<file path="config.mk">
export PLATFORM = sky130hd
export DESIGN_NAME = uart_rx_fifo
export DESIGN_NICKNAME = d
export VERILOG_FILES = /design/src/rtl/uart_pkg.sv /design/src/rtl/uart_fifo_mem.sv /design/src/rtl/uart_rx_fifo.sv
export SDC_FILE = /design/constraint.sdc
export NUM_CORES = 1
export LEC_CHECK = 0
export ABC_AREA = 1
export BUFFER_PORTS_ARGS = -buffer_cell sky130_fd_sc_hd__buf_4
export CAP_MARGIN = 5
export CORE_ASPECT_RATIO = 0.8
export CORE_MARGIN = 2
export CORE_UTILIZATION = 30
export CTS_CLUSTER_DIAMETER = 60
export DETAILED_ROUTE_END_ITERATION = 10
export GPL_TIMING_DRIVEN = 0
export HOLD_SLACK_MARGIN = 0.03
export PLACE_DENSITY = 0.56
export SYNTH_ARGS = -nofsm -noshare
export SYNTH_HDL_FRONTEND = slang
export SYNTH_SLANG_ARGS = --single-unit
export TNS_END_PERCENT = 5
</file>
<file path="constraint.sdc">
create_clock -name clk_i -period 3.1 [get_ports clk_i]
set_clock_uncertainty 0.05 [all_clocks]
set_input_delay 0.155 -clock clk_i [delete_from_list [all_inputs] [get_ports clk_i]]
set_output_delay 0.155 -clock clk_i [all_outputs]
set_load 0.01 [all_outputs]
</file>
<file path="src/rtl/uart_pkg.sv">
// Constants shared by the UART transmit, receive and buffering blocks.
package uart_pkg;

   localparam int UART_DATA_W      = 8;
   localparam int UART_FIFO_ADDR_W = 4;

   // Line levels: the serial line idles high and a frame opens with a low start bit.
   localparam logic B_IDLE  = 1'b1;
   localparam logic B_START = 1'b0;

endpackage

</file>
<file path="src/rtl/uart_fifo_mem.sv">
// Simple dual-port register array for the UART buffers.
// Write is synchronous and read is asynchronous, so the head entry is visible in the same cycle.
module uart_fifo_mem #(
   parameter int DATA_W = 8,
   parameter int ADDR_W = 4
) (
   input  logic              clk_i,
   input  logic              wr_en_i,
   input  logic [ADDR_W-1:0] wr_addr_i,
   input  logic [DATA_W-1:0] wr_data_i,
   input  logic [ADDR_W-1:0] rd_addr_i,
   output logic [DATA_W-1:0] rd_data_o
);

   logic [DATA_W-1:0] mem [2**ADDR_W];

   // Storage is deliberately not reset; the pointers and count define validity.
   always_ff @(posedge clk_i) begin
      if (wr_en_i) begin
         mem[wr_addr_i] <= wr_data_i;
      end
   end

   assign rd_data_o = mem[rd_addr_i];

endmodule

</file>
<file path="src/rtl/uart_rx_fifo.sv">
// First-word-fall-through receive FIFO behind the UART receiver, with status, sticky overrun and level irq.
// A written byte is visible one clock later; a write into a full FIFO without a pop is dropped and flagged.
module uart_rx_fifo
   import uart_pkg::*;
#(
   parameter int DATA_W = UART_DATA_W,
   parameter int ADDR_W = UART_FIFO_ADDR_W
) (
   input  logic              clk_i,
   input  logic              rst_n_i,
   input  logic              wr_stb_i,
   input  logic [DATA_W-1:0] wr_data_i,
   input  logic              rd_stb_i,
   output logic [DATA_W-1:0] rd_data_o,
   output logic              empty_o,
   output logic              full_o,
   output logic [ADDR_W:0]   count_o,
   output logic              ovr_o,
   input  logic              ovr_clr_i,
   input  logic [ADDR_W:0]   thresh_i,
   output logic              irq_o
);

   localparam int CW    = ADDR_W + 1;
   localparam int DEPTH = 2**ADDR_W;

   logic [ADDR_W-1:0] wr_ptr;
   logic [ADDR_W-1:0] rd_ptr;
   logic [CW-1:0]     count;
   logic [CW-1:0]     count_next;
   logic [CW-1:0]     thresh_eff;
   logic [DATA_W-1:0] mem_rd_data;
   logic              empty;
   logic              full;
   logic              wr_acc;
   logic              rd_acc;
   logic              ovr;
   logic              ovr_set;
   logic              irq;

   assign empty = (count == '0);
   assign full  = (count == CW'(DEPTH));

   // A pop in the same cycle frees the slot, so a write into a full FIFO is only dropped without one.
   assign rd_acc  = rd_stb_i && !empty;
   assign wr_acc  = wr_stb_i && (!full || rd_acc);
   assign ovr_set = wr_stb_i && full && !rd_acc;

   assign thresh_eff = (thresh_i == '0) ? CW'(1) : thresh_i;

   always_comb begin
      count_next = count;
      if (wr_acc && !rd_acc) begin
         count_next = count + CW'(1);
      end else if (rd_acc && !wr_acc) begin
         count_next = count - CW'(1);
      end
   end

   always_ff @(posedge clk_i or negedge rst_n_i) begin
      if (!rst_n_i) begin
         wr_ptr <= '0;
         rd_ptr <= '0;
         count  <= '0;
         ovr    <= 1'b0;
         irq    <= 1'b0;
      end else begin
         if (wr_acc) begin
            wr_ptr <= wr_ptr + ADDR_W'(1);
         end
         if (rd_acc) begin
            rd_ptr <= rd_ptr + ADDR_W'(1);
         end
         count <= count_next;
         ovr   <= ovr_set || (ovr && !ovr_clr_i);
         irq   <= (count_next >= thresh_eff);
      end
   end

   uart_fifo_mem #(
      .DATA_W (DATA_W),
      .ADDR_W (ADDR_W)
   ) u_mem (
      .clk_i     (clk_i),
      .wr_en_i   (wr_acc),
      .wr_addr_i (wr_ptr),
      .wr_data_i (wr_data_i),
      .rd_addr_i (rd_ptr),
      .rd_data_o (mem_rd_data)
   );

   assign rd_data_o = empty ? '0 : mem_rd_data;
   assign empty_o   = empty;
   assign full_o    = full;
   assign count_o   = count;
   assign ovr_o     = ovr;
   assign irq_o     = irq;

endmodule

</file>
After elaboration in Yosys (flattened, before gate mapping):

Memory sizes are Yosys's and may differ from the RTL's.
Cells that the tools add are included.

* bits in registers: 15
* latch bits: 0
* bits in writable memories: 128
* memory bits (read-only): 0
* bits of input ports: 18
* output and inout port bits: 17
* word-level logic and storage cells: 34
* memories kept: 1

* $add $sub $neg: 4
* multiply operators: 0
* div/mod/pow operators: 0
* $lt $le $gt $ge: 1
* eq/ne operators: 1
* shift operators: 0
* multiplexer cells: 6
* bitwise logic cells: 0
* reductions and logical operators: 16

Memories
* u_mem.mem: words 16, width 8, read ports 1, clocked after memory_dff 0, write ports 1, RTL line uart_fifo_mem.sv:15 `logic [DATA_W-1:0] mem [2**ADDR_W];`

Operators with widths (number)
* two-way mux 5 bit: 3
* logical NOT 5 bit: 2
* adder 4 x 1 -> 4 bit, second input constant: 2
* two-way mux 8 bit: 1
* logical AND 1 bit: 7
* adder 5 x 1 -> 5 bit, second input constant: 1
* == test 5 bit, second input constant: 1
* >= comparator 5 bit: 1
* logical NOT 1 bit: 5
* subtractor 5 x 1 -> 5 bit, second input constant: 1
* logical OR 1 bit: 2
* two-way mux 1 bit: 2

Depth between registers and ports, before layout:

Gate-level depths: netlist of run 1.

* depth in word-level cells: 10
* gate-level depth with buffers: 15
* mapped depth without buffers: 15

By module:

From an unflattened synthesis of run 1, not the netlist that was laid out.

* cells, all modules: 690
* area, all modules: 6771.5 µm²

By module, submodules not included
* uart_fifo_mem: times used 1, cells an instance 543, area an instance 5606.6 µm², sequential area each 3843.7 µm²
* uart_rx_fifo: times used 1, cells an instance 147, area an instance 1164.9 µm², sequential area each 375.4 µm²

Worst setup path before layout of run 1:

OpenSTA, ideal clock, no wires.

* path type: reg2reg
* from: register count[0] (netlist: count_o[0])
* to: register irq (netlist: irq_o)
* setup time: 146 ps
* arrival: 2032 ps
* data required time: 2904 ps
* path slack: 873 ps
* stages on the path, launching flop included: 13
* path buffers: 0
* clock period less this slack: 2227 ps
* cells stage by stage: dfrtp_1 > inv_1 > ha_1 > nand3_4 > inv_2 > nand2_4 > nand2_4 > nand3_2 > o21ai_0 > ha_1 > a21oi_1 > o21a_1 > o311ai_0

* longest elaborated chain between the ends: 10
* elaborated cells on any way between the ends: 16
* classes of those cells: add/sub: 2; order compare: 1; eq/ne: 1; mux: 2; reduce/logical: 10

RTL lines
* from (decl): RTL line uart_rx_fifo.sv:29 `logic [CW-1:0] count;`
* from (signal assigned): RTL line uart_rx_fifo.sv:74 `count <= count_next;`
* logical NOT 5 bit: RTL line uart_rx_fifo.sv:41 `assign empty = (count == '0);`
* logical NOT 1 bit: RTL line uart_rx_fifo.sv:45 `assign rd_acc = rd_stb_i && !empty;`
* logical AND 1 bit: RTL line uart_rx_fifo.sv:45
* logical OR 1 bit: RTL line uart_rx_fifo.sv:46 `assign wr_acc = wr_stb_i && (!full || rd_acc);`
* logical AND 1 bit: RTL line uart_rx_fifo.sv:46
* logical NOT 1 bit: RTL line uart_rx_fifo.sv:55 `end else if (rd_acc && !wr_acc) begin`
* logical AND 1 bit: RTL line uart_rx_fifo.sv:55
* two-way mux 5 bit: RTL line uart_rx_fifo.sv:55
* two-way mux 5 bit *: RTL line uart_rx_fifo.sv:53 `if (wr_acc && !rd_acc) begin`
* named net count_next[4]: RTL line uart_rx_fifo.sv:30 `logic [CW-1:0] count_next;`
* >= comparator 5 bit *: RTL line uart_rx_fifo.sv:76 `irq <= (count_next >= thresh_eff);`
* to (signal assigned): RTL line uart_rx_fifo.sv:76
* to (decl): RTL line uart_rx_fifo.sv:39 `logic irq;`

The timed path passes the listed nets; every way through them passes the cells marked *.
A chain may end at the register's enable or synchronous reset.

Worst setup path after layout of run 1:

* from: register count[0] (netlist: count_o[0])
* to: output port rd_data_o[6]

* longest elaborated chain between the ends: 2

RTL lines
* logical NOT 5 bit: RTL line uart_rx_fifo.sv:41
* two-way mux 8 bit: RTL line uart_rx_fifo.sv:92 `assign rd_data_o = empty ? '0 : mem_rd_data;`
* to (decl): RTL line uart_rx_fifo.sv:14 `output logic [DATA_W-1:0] rd_data_o,`

No other way between the ends.

==> results of run 1 <==
==> registers in the layout (all words and copies together), names as in the netlist <==
register,cells
wr_ptr,4
count_o,5
u_mem.mem,128
ovr_o,1
irq_o,1
rd_ptr,4
==> cell usage after synthesis, types with 2 or more instances <==
master,number
buf_2,8
nand2_1,190
dfrtp_1,15
nor2_1,17
ha_1,12
nand2_2,6
nand4_1,2
xor2_1,8
inv_1,15
buf_6,7
nor2_4,2
edfxtp_1,128
clkinv_1,3
nand2_4,4
o21ai_1,2
nand3_1,105
buf_1,2
clkbuf_1,2
inv_2,6
a21oi_1,11
o21ai_0,6
buf_4,7
==> cells by family (layout without fill, tap and decap cells) <==
kind of cell	count (synthesis)	count (layout)	synth area share, %
simple gates	328	328	22.92
flops	143	143	66.80
buf+inv	52	126	4.616
compound gates	23	23	2.041
fa+ha+maj	12	12	2.377
xor+xnor	9	9	1.248
==> layout by cell type, fill, tap and decap left out, types with 3 or more instances in the layout <==
| cell type | n |
|---|---|
| nand2_1 | 190 |
| edfxtp_1 | 128 |
| nand3_1 | 105 |
| buf_4 | 41 |
| nor2_1 | 17 |
| clkbuf_16 | 17 |
| inv_1 | 15 |
| dfrtp_1 | 15 |
| ha_1 | 12 |
| a21oi_1 | 11 |
| buf_2 | 8 |
| xor2_1 | 8 |
| dlygate4sd3_1 | 8 |
| buf_6 | 7 |
| inv_2 | 6 |
| nand2_2 | 6 |
| o21ai_0 | 6 |
| clkinv_4 | 5 |
| nand2_4 | 4 |
| clkinv_1 | 4 |
| bufinv_16 | 4 |
| inv_6 | 3 |
| clkinvlp_4 | 3 |
==> layout make-up <==
| type | instances | area (sq um) |
|---|---|---|
| fill | 2002 | 13080 |
| sequential | 143 | 4219 |
| multi-input combinational | 372 | 1805 |
| clock buffer | 17 | 425.4 |
| tap | 269 | 336.6 |
| timing repair buffer | 42 | 335.3 |
| clock inverter | 15 | 207.7 |
| buffer | 26 | 186.4 |
| inverter | 26 | 105.1 |
==> routing by layer <==
metal | part of all wire, % | wire [um] | up-vias | global-route usage (%)
li1 | - | - | 2071 | -
met1 | 45 | 7209 | 2082 | 20.41
met2 | 43 | 6904 | 199 | 22.64
met3 | 9.6 | 1541 | 28 | 4.544
met4 | 2.0 | 317 | 0 | 6.322
met5 | 0 | 0 | - | 0
==> path summary, 6_finish.rpt <==
check	to	start	slack, ns
worst max-delay path	rd_data_o[6]	count_o[0]	0.49
worst min-delay path	u_mem.mem[4][3]	wr_data_i[3]	0.04
worst max register to register	irq_o	count_o[0]	0.52
worst min register to register	wr_ptr[2]	wr_ptr[2]	0.51
max in group asynchronous	rd_ptr[1]	rst_n_i	2.73
min in group asynchronous	count_o[0]	rst_n_i	0.07
==> stage by stage <==
| step | instance area (sq um) | hold WS [ns] | instances |
|---|---|---|---|
| 3_3_place_gp | 6908 | -0.02048 | 870 |
| 4_1_cts | 7621 | 0.03488 | 910 |
| 2_1_floorplan | 6316 | -0.1906 | 567 |
| 5_1_grt | 7621 | 0.04759 | 910 |
| 3_5_place_dp | 6908 | -0.01422 | 870 |
| 6_report | 7621 | 0.03631 | 910 |
==> power by group through the flow <==
stage	Sequential, W	Combinational, W	Clock [W]
after global routing	0.00250	0.00322	0.00230
final	0.00247	0.00290	0.00217
after floorplan	0.00249	0.00183	0
after CTS	0.00247	0.00288	0.00221
after detailed placement	0.00251	0.00285	0
after global placement	0.00250	0.00281	0
==> flow_metrics.py, run 1 <==
metrics = {
    "run_status": {
        "status": "finished clean",
    },
    "logic_synthesis": {
        "yosys-top-cells-area": "edfxtp_1 (61%), nand2_1 (11%), nand3_1 (8.3%)",
        "synth_edf_count": 128,
        "synth-warning-count": 0,
        "synth_top_area_cell": "edfxtp_1",
        "yosysUniqueCellTypes": 31,
        "ys_ff_latch": 143,
        "syn_avg_cell_area_sq_um": 11.14,
        "synth_top_area_share_pct": 60.86,
        "syn_area_sq_mm": 0.006316,
        "syn-num-nets": 597,
        "synth_cells": 567,
        "async_flop_share_pct": 10.49,
        "ys_seq_area_share_pct": 66.80,
        "synth_ff_type": "edfxtp_1",
    },
    "critical_path": {
        "arrival_ns": 2.41,
        "start_kind": "flip-flop",
        "worstSetupPathType": "reg -> out",
        "end_kind": "output port",
        "cp_num_buf_inv": 4,
        "r2r_cells": 12,
        "cp_num_cells": 8,
        "required_ns": 2.89,
        "path_cells": "inv_1, ha_1, nand3_4, inv_2, nand2_4, clkinv_1, a21oi_1, buf_4",
        "max_stage_delay_ns": 0.45,
        "crit_family": "buffers and inverters",
        "slowest_stage": "dfrtp_1",
        "worstPathMaxFanout": 9,
    },
    "power": {
        "finalPower_w": 0.007549,
        "p_clk_share_pct": 28.8,
        "p_seq_share_pct": 32.8,
        "power.leakage_nw": 2.968,
        "switching_share_pct": 37.66,
        "power_report.internal_total_w": 0.004706,
        "p_per_area_mw_per_mm2": 990.6,
        "power.switching_w": 0.002843,
        "irDropWorstVdd_uv": 609.0,
        "p_comb_share_pct": 38.4,
    },
    "final_layout": {
        "fin_util_pct": 36.82,
        "drive_gt1_share_pct": 17.00,
        "diodes": 0,
        "fin_nets": 658,
        "area_growth_pct": 20.66,
    },
    "sta": {
        "fmax_mhz": 382.5,
        "hold_viol_final": 0,
        "slew_violations": 0,
        "slew_headroom_pct": 46.02,
        "setup_violations": 0,
        "worst_pin_slew_ns": 0.8067,
        "layout_setup_ws_ns": 0.4855,
        "rsz0062_at_grt": "false",
        "layout_min_cycle_time_ns": 2.614,
        "fin_setup_tns_ns": 0,
        "fin_crit_sh_pct": 84.34,
    },
    "placement": {
        "dpl.hpwl_mm": 10.82,
        "place.gp.congestion": 0.8435,
        "dp_slack_ns": 0.5388,
        "portBuffers": 34,
    },
    "cts": {
        "cts_inserted_buffers": 17,
        "cts-resized-gates": 0,
        "ctsLongestPathBuffers": 2,
        "postCtsSetupBuffers": 0,
        "cts.reportedPaths.clkPinSlew_ns": 0.06,
        "cts_tree": "built",
        "cts_max_level": 4,
        "hold_buffers": 8,
        "clock_sinks": 143,
        "clk-insertion-delay-late_ns": 0.42,
        "cts_root_buf": "clkbuf_16",
    },
    "routing": {
        "wire_per_inst_um": 17.55,
        "remaining_drc_errors": 0,
        "first_pass_iters": 6,
        "drt_iter0_markers": 394,
        "num_vias": 4380,
        "postRouteAntennaNets": 0,
        "drt-total-wl_mm": 15.97,
        "vias_per_cell": 4.813,
    },
    "worst_hold_path": {
        "hp-class": "in -> reg",
        "hold_depth": 1,
    },
    "job": {
        "max-cap-violations": 0,
    },
    "grt": {
        "antenna_found_initial": 0,
        "grt-ovfl-total": 0,
        "grt_pass1_wl_mm": 24.81,
        "grt_pass1_vias": 4420,
        "grt_use_total_pct": 15.06,
        "grt_max_degree": 17,
    },
    "floorplan": {
        "die-area_sq_mm": 0.02224,
        "die_h_um": 133.8,
        "die_w_um": 166.2,
        "ios": 35,
        "start_util_pct": 30.51,
        "row_count": 47,
        "core_sq_mm": 0.02070,
    },
}
(Power assumes the default switching activity.)
==> run 2: changes to the inputs <==
--- a/config.mk
+++ b/config.mk
@@ -5,7 +5,7 @@
 export SDC_FILE = /design/constraint.sdc
 export NUM_CORES = 1
 export LEC_CHECK = 0
-export ABC_AREA = 1
+export ABC_AREA = 0
 export BUFFER_PORTS_ARGS = -buffer_cell sky130_fd_sc_hd__buf_4
 export CAP_MARGIN = 5
 export CORE_ASPECT_RATIO = 0.8
@@ -15,7 +15,7 @@
 export DETAILED_ROUTE_END_ITERATION = 10
 export GPL_TIMING_DRIVEN = 0
 export HOLD_SLACK_MARGIN = 0.03
-export PLACE_DENSITY = 0.56
+export PLACE_DENSITY = 0.58
 export SYNTH_ARGS = -nofsm -noshare
 export SYNTH_HDL_FRONTEND = slang
 export SYNTH_SLANG_ARGS = --single-unit
==> constraint.sdc (replaced) <==
create_clock -name clk_i -period 2.25 [get_ports clk_i]
set_clock_uncertainty 0.05 [all_clocks]
set_input_delay 0.1125 -clock clk_i [delete_from_list [all_inputs] [get_ports clk_i]]
set_output_delay 0.1125 -clock clk_i [all_outputs]
set_load 0.01 [all_outputs]
==> run 2 against run 1 <==
Effect of this change: the run now ends with setup timing left; combinational power is 28% higher; via count is 26% lower; core utilization is 2.0 points higher; cell count is 26% lower; non-clock buffer count is 10 higher; synthesized cell count is 43% lower; clock-buffer cell count is 4 higher; sequential power is 39% higher; die area is 5.0% lower; clock power is 26% higher; critical path type is now reg -> reg; critical endpoint is now irq_o; largest cell class unchanged.
==> flow_metrics.py, run 2 <==
metrics = {
    "run_status": {
        "status": "finished, violations left",
        "violations": "setup timing",
    },
    "grt": {
        "grt-ovfl-total": 0,
        "antenna_found_initial": 0,
        "grt_max_degree": 17,
        "grt_use_total_pct": 12.97,
        "grt_pass1_vias": 3451,
        "grt_pass1_wl_mm": 20.08,
    },
    "final_layout": {
        "diodes": 0,
        "area_growth_pct": 27.40,
        "final_common_cell": "edfxtp_1",
        "registers.top_by_ff_count": "u_mem.mem",
        "drive_gt1_share_pct": 39.47,
        "largest_reg_flops": 128,
        "finalInstanceArea_sq_mm": 0.007634,
        "layout.cells.non_filler": 677,
        "num-fill-cells": 1815,
        "final_cell_mix": "edfxtp_1 (128), buf_4 (48), mux4_2 (28), clkbuf_16 (17)",
        "fin_nets": 430,
    },
    "sta": {
        "worst_pin_slew_ns": 0.7517,
        "layout_setup_ws_ns": -0.2280,
        "setup_violations": 9,
        "layout_min_cycle_time_ns": 2.478,
        "rsz0062_at_grt": "true",
        "whs_ns": 0.03855,
        "fin_crit_sh_pct": 110.1,
        "slew_headroom_pct": 49.89,
        "slew_violations": 0,
        "hold_viol_final": 0,
        "fmax_mhz": 403.5,
    },
    "routing": {
        "remaining_drc_errors": 0,
        "num_vias": 3230,
        "vias_per_cell": 4.771,
        "postRouteAntennaNets": 0,
        "wire_per_inst_um": 19.14,
        "drt_iter0_markers": 207,
        "drt-total-wl_mm": 12.96,
        "first_pass_iters": 5,
    },
    "cts": {
        "cts.reportedPaths.clkPinSlew_ns": 0.06,
        "clk-insertion-delay-late_ns": 0.42,
        "ctsLongestPathBuffers": 2,
        "cts_tree": "built",
        "cts_max_level": 4,
        "cts_root_buf": "clkbuf_16",
        "cts_inserted_buffers": 17,
        "clock_sinks": 143,
    },
    "logic_synthesis": {
        "yosys-top-cells-area": "edfxtp_1 (64%), mux4_2 (7.9%), dfrtp_1 (6.3%)",
        "synth_top_area_share_pct": 64.15,
        "yosysMostFrequentCell": "edfxtp_1",
        "yosysUniqueCellTypes": 38,
        "synthTopCellsByCount": "edfxtp_1 (128), mux4_2 (21), a211oi_1 (17)",
        "synth-warning-count": 0,
        "syn_area_sq_mm": 0.005992,
        "syn_avg_cell_area_sq_um": 18.61,
        "synth_ff_type": "edfxtp_1",
        "synth_cells": 322,
        "syn-num-nets": 352,
        "synth_top_area_cell": "edfxtp_1",
        "synth_edf_count": 128,
        "ys_seq_area_share_pct": 70.41,
        "async_flop_share_pct": 10.49,
        "ys_ff_latch": 143,
    },
    "critical_path": {
        "worstPathMaxFanout": 5,
        "required_ns": 2.50,
        "start_kind": "flip-flop",
        "end_kind": "flip-flop",
        "worstSetupPathType": "reg -> reg",
        "arrival_ns": 2.73,
    },
    "floorplan": {
        "start_util_pct": 30.44,
        "ios": 35,
        "die-area_sq_mm": 0.02113,
        "core_sq_mm": 0.01968,
        "die_w_um": 162.0,
        "row_count": 46,
        "die_h_um": 130.4,
    },
    "worst_hold_path": {
        "hp-class": "in -> async",
    },
    "placement": {
        "placed_cells": 620,
        "dpl_cell_area_sq_mm": 0.006604,
        "place.gp.congestion": 0.7515,
        "dpl.hpwl_mm": 8.402,
        "portBuffers": 32,
    },
    "power": {
        "p_per_area_mw_per_mm2": 1296,
        "finalPower_w": 0.009894,
        "irDropWorstVdd_uv": 538.5,
        "power.leakage_nw": 2.610,
    },
    "job": {
        "max-cap-violations": 0,
    },
}
-- run 2: changes by cell type in the layout (fill, tap and decap cells not counted), sizes merged, moves of 6 or more --
| cell | before | now |
|---|---|---|
| nor2 | 19 | 13 |
| inv | 25 | 14 |
| nor2b | 0 | 10 |
| mux2i | 0 | 8 |
| a21oi | 11 | 4 |
| nand2 | 200 | 9 |
| xnor2 | 1 | 8 |
| a211oi | 0 | 17 |
| mux4 | 0 | 32 |
| nand3 | 107 | 2 |
-- run 2: critical path: stages, from the launching register on --
cell      delay [ns]
dfrtp_2         0.41
inv_2           0.07
ha_4            0.14
or3b_4          0.39
a211o_1         0.33
a211oi_2        0.23
a31oi_1         0.08
ha_1            0.29
a21o_1          0.19
a21oi_2         0.11
o21ai_1         0.06
-- run 2: metal layers --
metal,global-route usage [%],up-vias,wire length [um]
li1,-,1443,-
met1,18.00,1683,6145
met2,19.90,83,5948
met3,3.251,21,658
met4,4.841,0,208
met5,0,-,0
-- run 2: layout make-up --
cell class,instances,area [sq um],share of cell area [%]
Sequential cell,143,4222,55.30
Multi-Input combinational cell,149,1807,23.67
Timing Repair Buffer,60,500.5,6.556
Clock buffer,21,440.4,5.770
Tap cell,264,330.3,4.327
Buffer,18,160.2,2.098
Clock inverter,11,132.6,1.737
Inverter,11,41.29,0.5409
-- run 2: worst paths after layout --
path / end / slack (ns) / cells after the start / startpoint
max: irq_o / -0.23 / 10 / count_o[0]
min: count_o[4] / 0.04 / 2 / rst_n_i
max reg2reg: irq_o / -0.23 / 10 / count_o[0]
min reg2reg: wr_ptr[3] / 0.59 / 2 / wr_ptr[0]
max in group asynchronous: count_o[1] / 1.91 / 2 / rst_n_i
min in group clk_i: irq_o / 0.12 / 5 / thresh_i[4]
-- run 2: kinds of logic (layout without fill, tap and decap cells) --
kind of cell | count (synthesis) | in the layout | synth area share (%)
flip-flops | 143 | 143 | 70.41
multiplexers | 41 | 41 | 14.24
AO/OA/AOI/OAI | 33 | 33 | 3.905
adder cells (fa/ha/maj) | 12 | 12 | 2.506
XOR/XNOR | 12 | 12 | 1.754
AND/OR/NAND/NOR | 51 | 51 | 4.594
buffers and inverters | 30 | 121 | 2.589
-- run 2: metrics by stage --
stage                     util, %  setup WS [ns]  setup TNS, ns
after floorplan                 -        -0.1757         -3.979
after global placement      33.50        -0.8539         -67.94
after detailed placement    33.55        -0.9089         -73.25
after CTS                   38.30        -0.2638         -5.015
after global routing        38.78        -0.3742         -5.051
final                       38.78        -0.2280         -1.541
-- run 2: power by group --
part,internal [W],switching [W]
clock,0.00165,0.00109
combinational,0.00178,0.00193
sequential,0.00327,0.000174
total,0.00669,0.00320
-- run 2: repair_timing --
item,4_1_cts,5_1_grt
endpoints found under the setup margin,137,127
endpoints found under the hold margin,145,0
resized for setup,49,25
pin swaps,13,8
setup buffers,8,6
hold buffers,12,0
==> run 3: changes to the inputs <==
--- a/config.mk
+++ b/config.mk
@@ -6,16 +6,16 @@
 export NUM_CORES = 1
 export LEC_CHECK = 0
 export ABC_AREA = 0
-export BUFFER_PORTS_ARGS = -buffer_cell sky130_fd_sc_hd__buf_4
 export CAP_MARGIN = 5
 export CORE_ASPECT_RATIO = 0.8
 export CORE_MARGIN = 2
 export CORE_UTILIZATION = 30
 export CTS_CLUSTER_DIAMETER = 60
 export DETAILED_ROUTE_END_ITERATION = 10
+export DONT_BUFFER_PORTS = 1
 export GPL_TIMING_DRIVEN = 0
 export HOLD_SLACK_MARGIN = 0.03
-export PLACE_DENSITY = 0.58
+export PLACE_DENSITY = 0.56
 export SYNTH_ARGS = -nofsm -noshare
 export SYNTH_HDL_FRONTEND = slang
 export SYNTH_SLANG_ARGS = --single-unit
==> run 3 against run 2 <==
Effect of this change: the flow still finishes with violations (setup timing); routed wire length is 5.7% higher; global-route usage increased by 0.66 points; sequential power up 2%; sequential share of layout area shrank 0.42 points; largest power group unchanged; clock power is 9.9% higher; clock-buffer cell count shrank 4; design area increased by 0.80%; hold slack better by 0.018 ns; critical endpoint unchanged; critical path depth is 1 higher; maximum frequency shrank 5.1%; combinational power down 2%.
==> flow_metrics.py, run 3 (synthesized netlist as in run 2, its figures left out) <==
metrics = {
    "sta": {
        "slew_violations": 0,
        "slew_headroom_pct": 49.39,
        "rsz0062_at_grt": "true",
        "worst_pin_slew_ns": 0.7566,
        "fin_crit_sh_pct": 116.0,
        "fmax_mhz": 383.1,
        "layout_min_cycle_time_ns": 2.610,
        "hold_viol_final": 0,
        "setup_violations": 8,
        "layout_setup_ws_ns": -0.3605,
    },
    "routing": {
        "num_vias": 3111,
        "drt-total-wl_mm": 13.69,
        "vias_per_cell": 4.816,
        "remaining_drc_errors": 0,
        "drt_iter0_markers": 261,
        "wire_per_inst_um": 21.20,
        "first_pass_iters": 4,
        "postRouteAntennaNets": 0,
    },
    "floorplan": {
        "die-area_sq_mm": 0.02113,
        "row_count": 46,
        "die_w_um": 162.0,
        "die_h_um": 130.4,
        "ios": 35,
        "start_util_pct": 30.44,
        "core_sq_mm": 0.01968,
    },
    "power": {
        "irDropWorstVdd_uv": 522.7,
        "p_per_area_mw_per_mm2": 1321,
        "finalPower_w": 0.01017,
        "power.leakage_nw": 2.541,
    },
    "final_layout": {
        "registers.top_by_ff_count": "u_mem.mem",
        "fin_util_pct": 39.09,
        "diodes": 0,
        "drive_gt1_share_pct": 39.01,
        "largest_reg_flops": 128,
        "area_growth_pct": 28.42,
        "fin_nets": 399,
        "final_common_cell": "edfxtp_1",
        "final_cell_mix": "edfxtp_1 (128), mux4_2 (28), clkbuf_16 (17), buf_4 (14), dlygate4sd3_1 (14)",
    },
    "critical_path": {
        "required_ns": 2.51,
        "max_stage_delay_ns": 0.52,
        "worstSetupPathType": "reg -> reg",
        "worstPathMaxFanout": 7,
        "arrival_ns": 2.87,
        "path_cells": "inv_2, ha_4, nor4b_4, buf_4, nor3b_1, a211oi_4, a31oi_4, ha_4, a21o_1, a21oi_2, o21ai_1",
        "start_kind": "flip-flop",
        "slowest_stage": "nor3b_1",
        "end_kind": "flip-flop",
        "cp_common_cell": "ha_4",
    },
    "grt": {
        "grt_pass1_wl_mm": 20.29,
        "grt_use_total_pct": 13.62,
        "met3_usage_pct": 4.230,
        "grt_pass1_vias": 3180,
        "grt_use_met2_pct": 20.05,
        "grt.busiest_layer": "met2",
        "antenna_found_initial": 1,
        "grt_max_degree": 17,
        "grt-ovfl-total": 0,
        "met1_usage_pct": 19.50,
    },
    "cts": {
        "cts_tree": "built",
        "cts_max_level": 4,
        "cts_root_buf": "clkbuf_16",
        "ctsLongestPathBuffers": 2,
        "clock_sinks": 143,
        "cts.reportedPaths.clkPinSlew_ns": 0.07,
        "clk-insertion-delay-late_ns": 0.42,
        "cts_inserted_buffers": 17,
    },
    "placement": {
        "dpl.hpwl_mm": 8.448,
        "place.gp.congestion": 0.7300,
        "portBuffers": 0,
    },
    "run_status": {
        "status": "finished, violations left",
        "violations": "setup timing",
    },
    "job": {
        "max-cap-violations": 0,
    },
    "worst_hold_path": {
        "hp-class": "in -> reg",
    },
}
## run 3: cell count changes in the layout (fill, tap and decap cells not counted), sizes merged, moves of 2 or more
cell,previous run,this run
clkbuf,24,20
dlygate4sd3,12,14
inv,14,17
buf,63,29
clkinv,6,4
bufinv,2,4
## run 3: stage by stage
| stage | area [sq um] | hold WS (ns) | worst slack, ns | instances | TNS (ns) |
|---|---|---|---|---|---|
| 6_report | 7695 | 0.05635 | -0.3605 | 646 | -0.6970 |
| 5_1_grt | 7695 | 0.04997 | -0.4210 | 646 | -2.361 |
| 4_1_cts | 7521 | 0.04673 | -0.3943 | 640 | -11.50 |
| 3_3_place_gp | 6354 | -0.2327 | -1.087 | 586 | -88.44 |
| 2_1_floorplan | 6023 | -0.2331 | -0.1757 | 322 | -3.979 |
| 3_5_place_dp | 6369 | -0.2326 | -0.8666 | 586 | -84.70 |
## run 3: final cells by class
| type | count | area [sq um] |
|---|---|---|
| fillers | 1803 | 11990 |
| plain buffers | 18 | 152.6 |
| inverters | 11 | 41.29 |
| well taps | 264 | 330.3 |
| flip-flops and latches | 143 | 4223 |
| clock buffers | 17 | 425.4 |
| multi-input cells | 149 | 2013 |
| clock inverters | 15 | 207.7 |
| repair buffers | 29 | 301.5 |
## run 3: where the power goes
part,leakage [nW],internal (W),total [W],switching (W)
combinational,0.902,0.00162,0.00364,0.00202
clock,0.309,0.00188,0.00301,0.00114
sequential,1.33,0.00327,0.00351,0.000245
## run 3: per-layer routing
layer  part of all wire, %  wire [um]  vias to the layer above
li1                      -          -                     1381
met1                    45       6129                     1621
met2                    46       6279                      101
met3                   8.7       1186                        6
met4                  0.60         82                        2
met5                  0.12         16                        -
## run 3: what timing repair did
| item | 4_1_cts | 5_1_grt |
|---|---|---|
| hold buffers | 14 | 0 |
| gates cloned | 1 | 0 |
| setup buffers | 8 | 6 |
| gates resized for setup | 81 | 18 |
| setup endpoints to repair | 137 | 138 |
| hold endpoints to repair | 146 | 0 |
| pin swaps | 27 | 14 |
## run 3: final timing paths
kind                        startpoint         to  slack (ns)  cells after the start
max                         count_o[1]      irq_o       -0.36                     11
min                        thresh_i[2]      irq_o        0.06                      4
max reg2reg                 count_o[1]      irq_o       -0.36                     11
min reg2reg                  rd_ptr[0]  rd_ptr[1]        0.57                      2
max in group asynchronous      rst_n_i  rd_ptr[3]        1.46                      1
min in group asynchronous      rst_n_i      irq_o        0.15                      1
## run 3: critical path: cells and delay by family, from the launching register on
kind	cells	cell delay [ns]
compound gates	5	0.66
fa+ha+maj	2	0.41
buf+inv	2	0.23
flops	1	0.49
simple gates	2	0.66
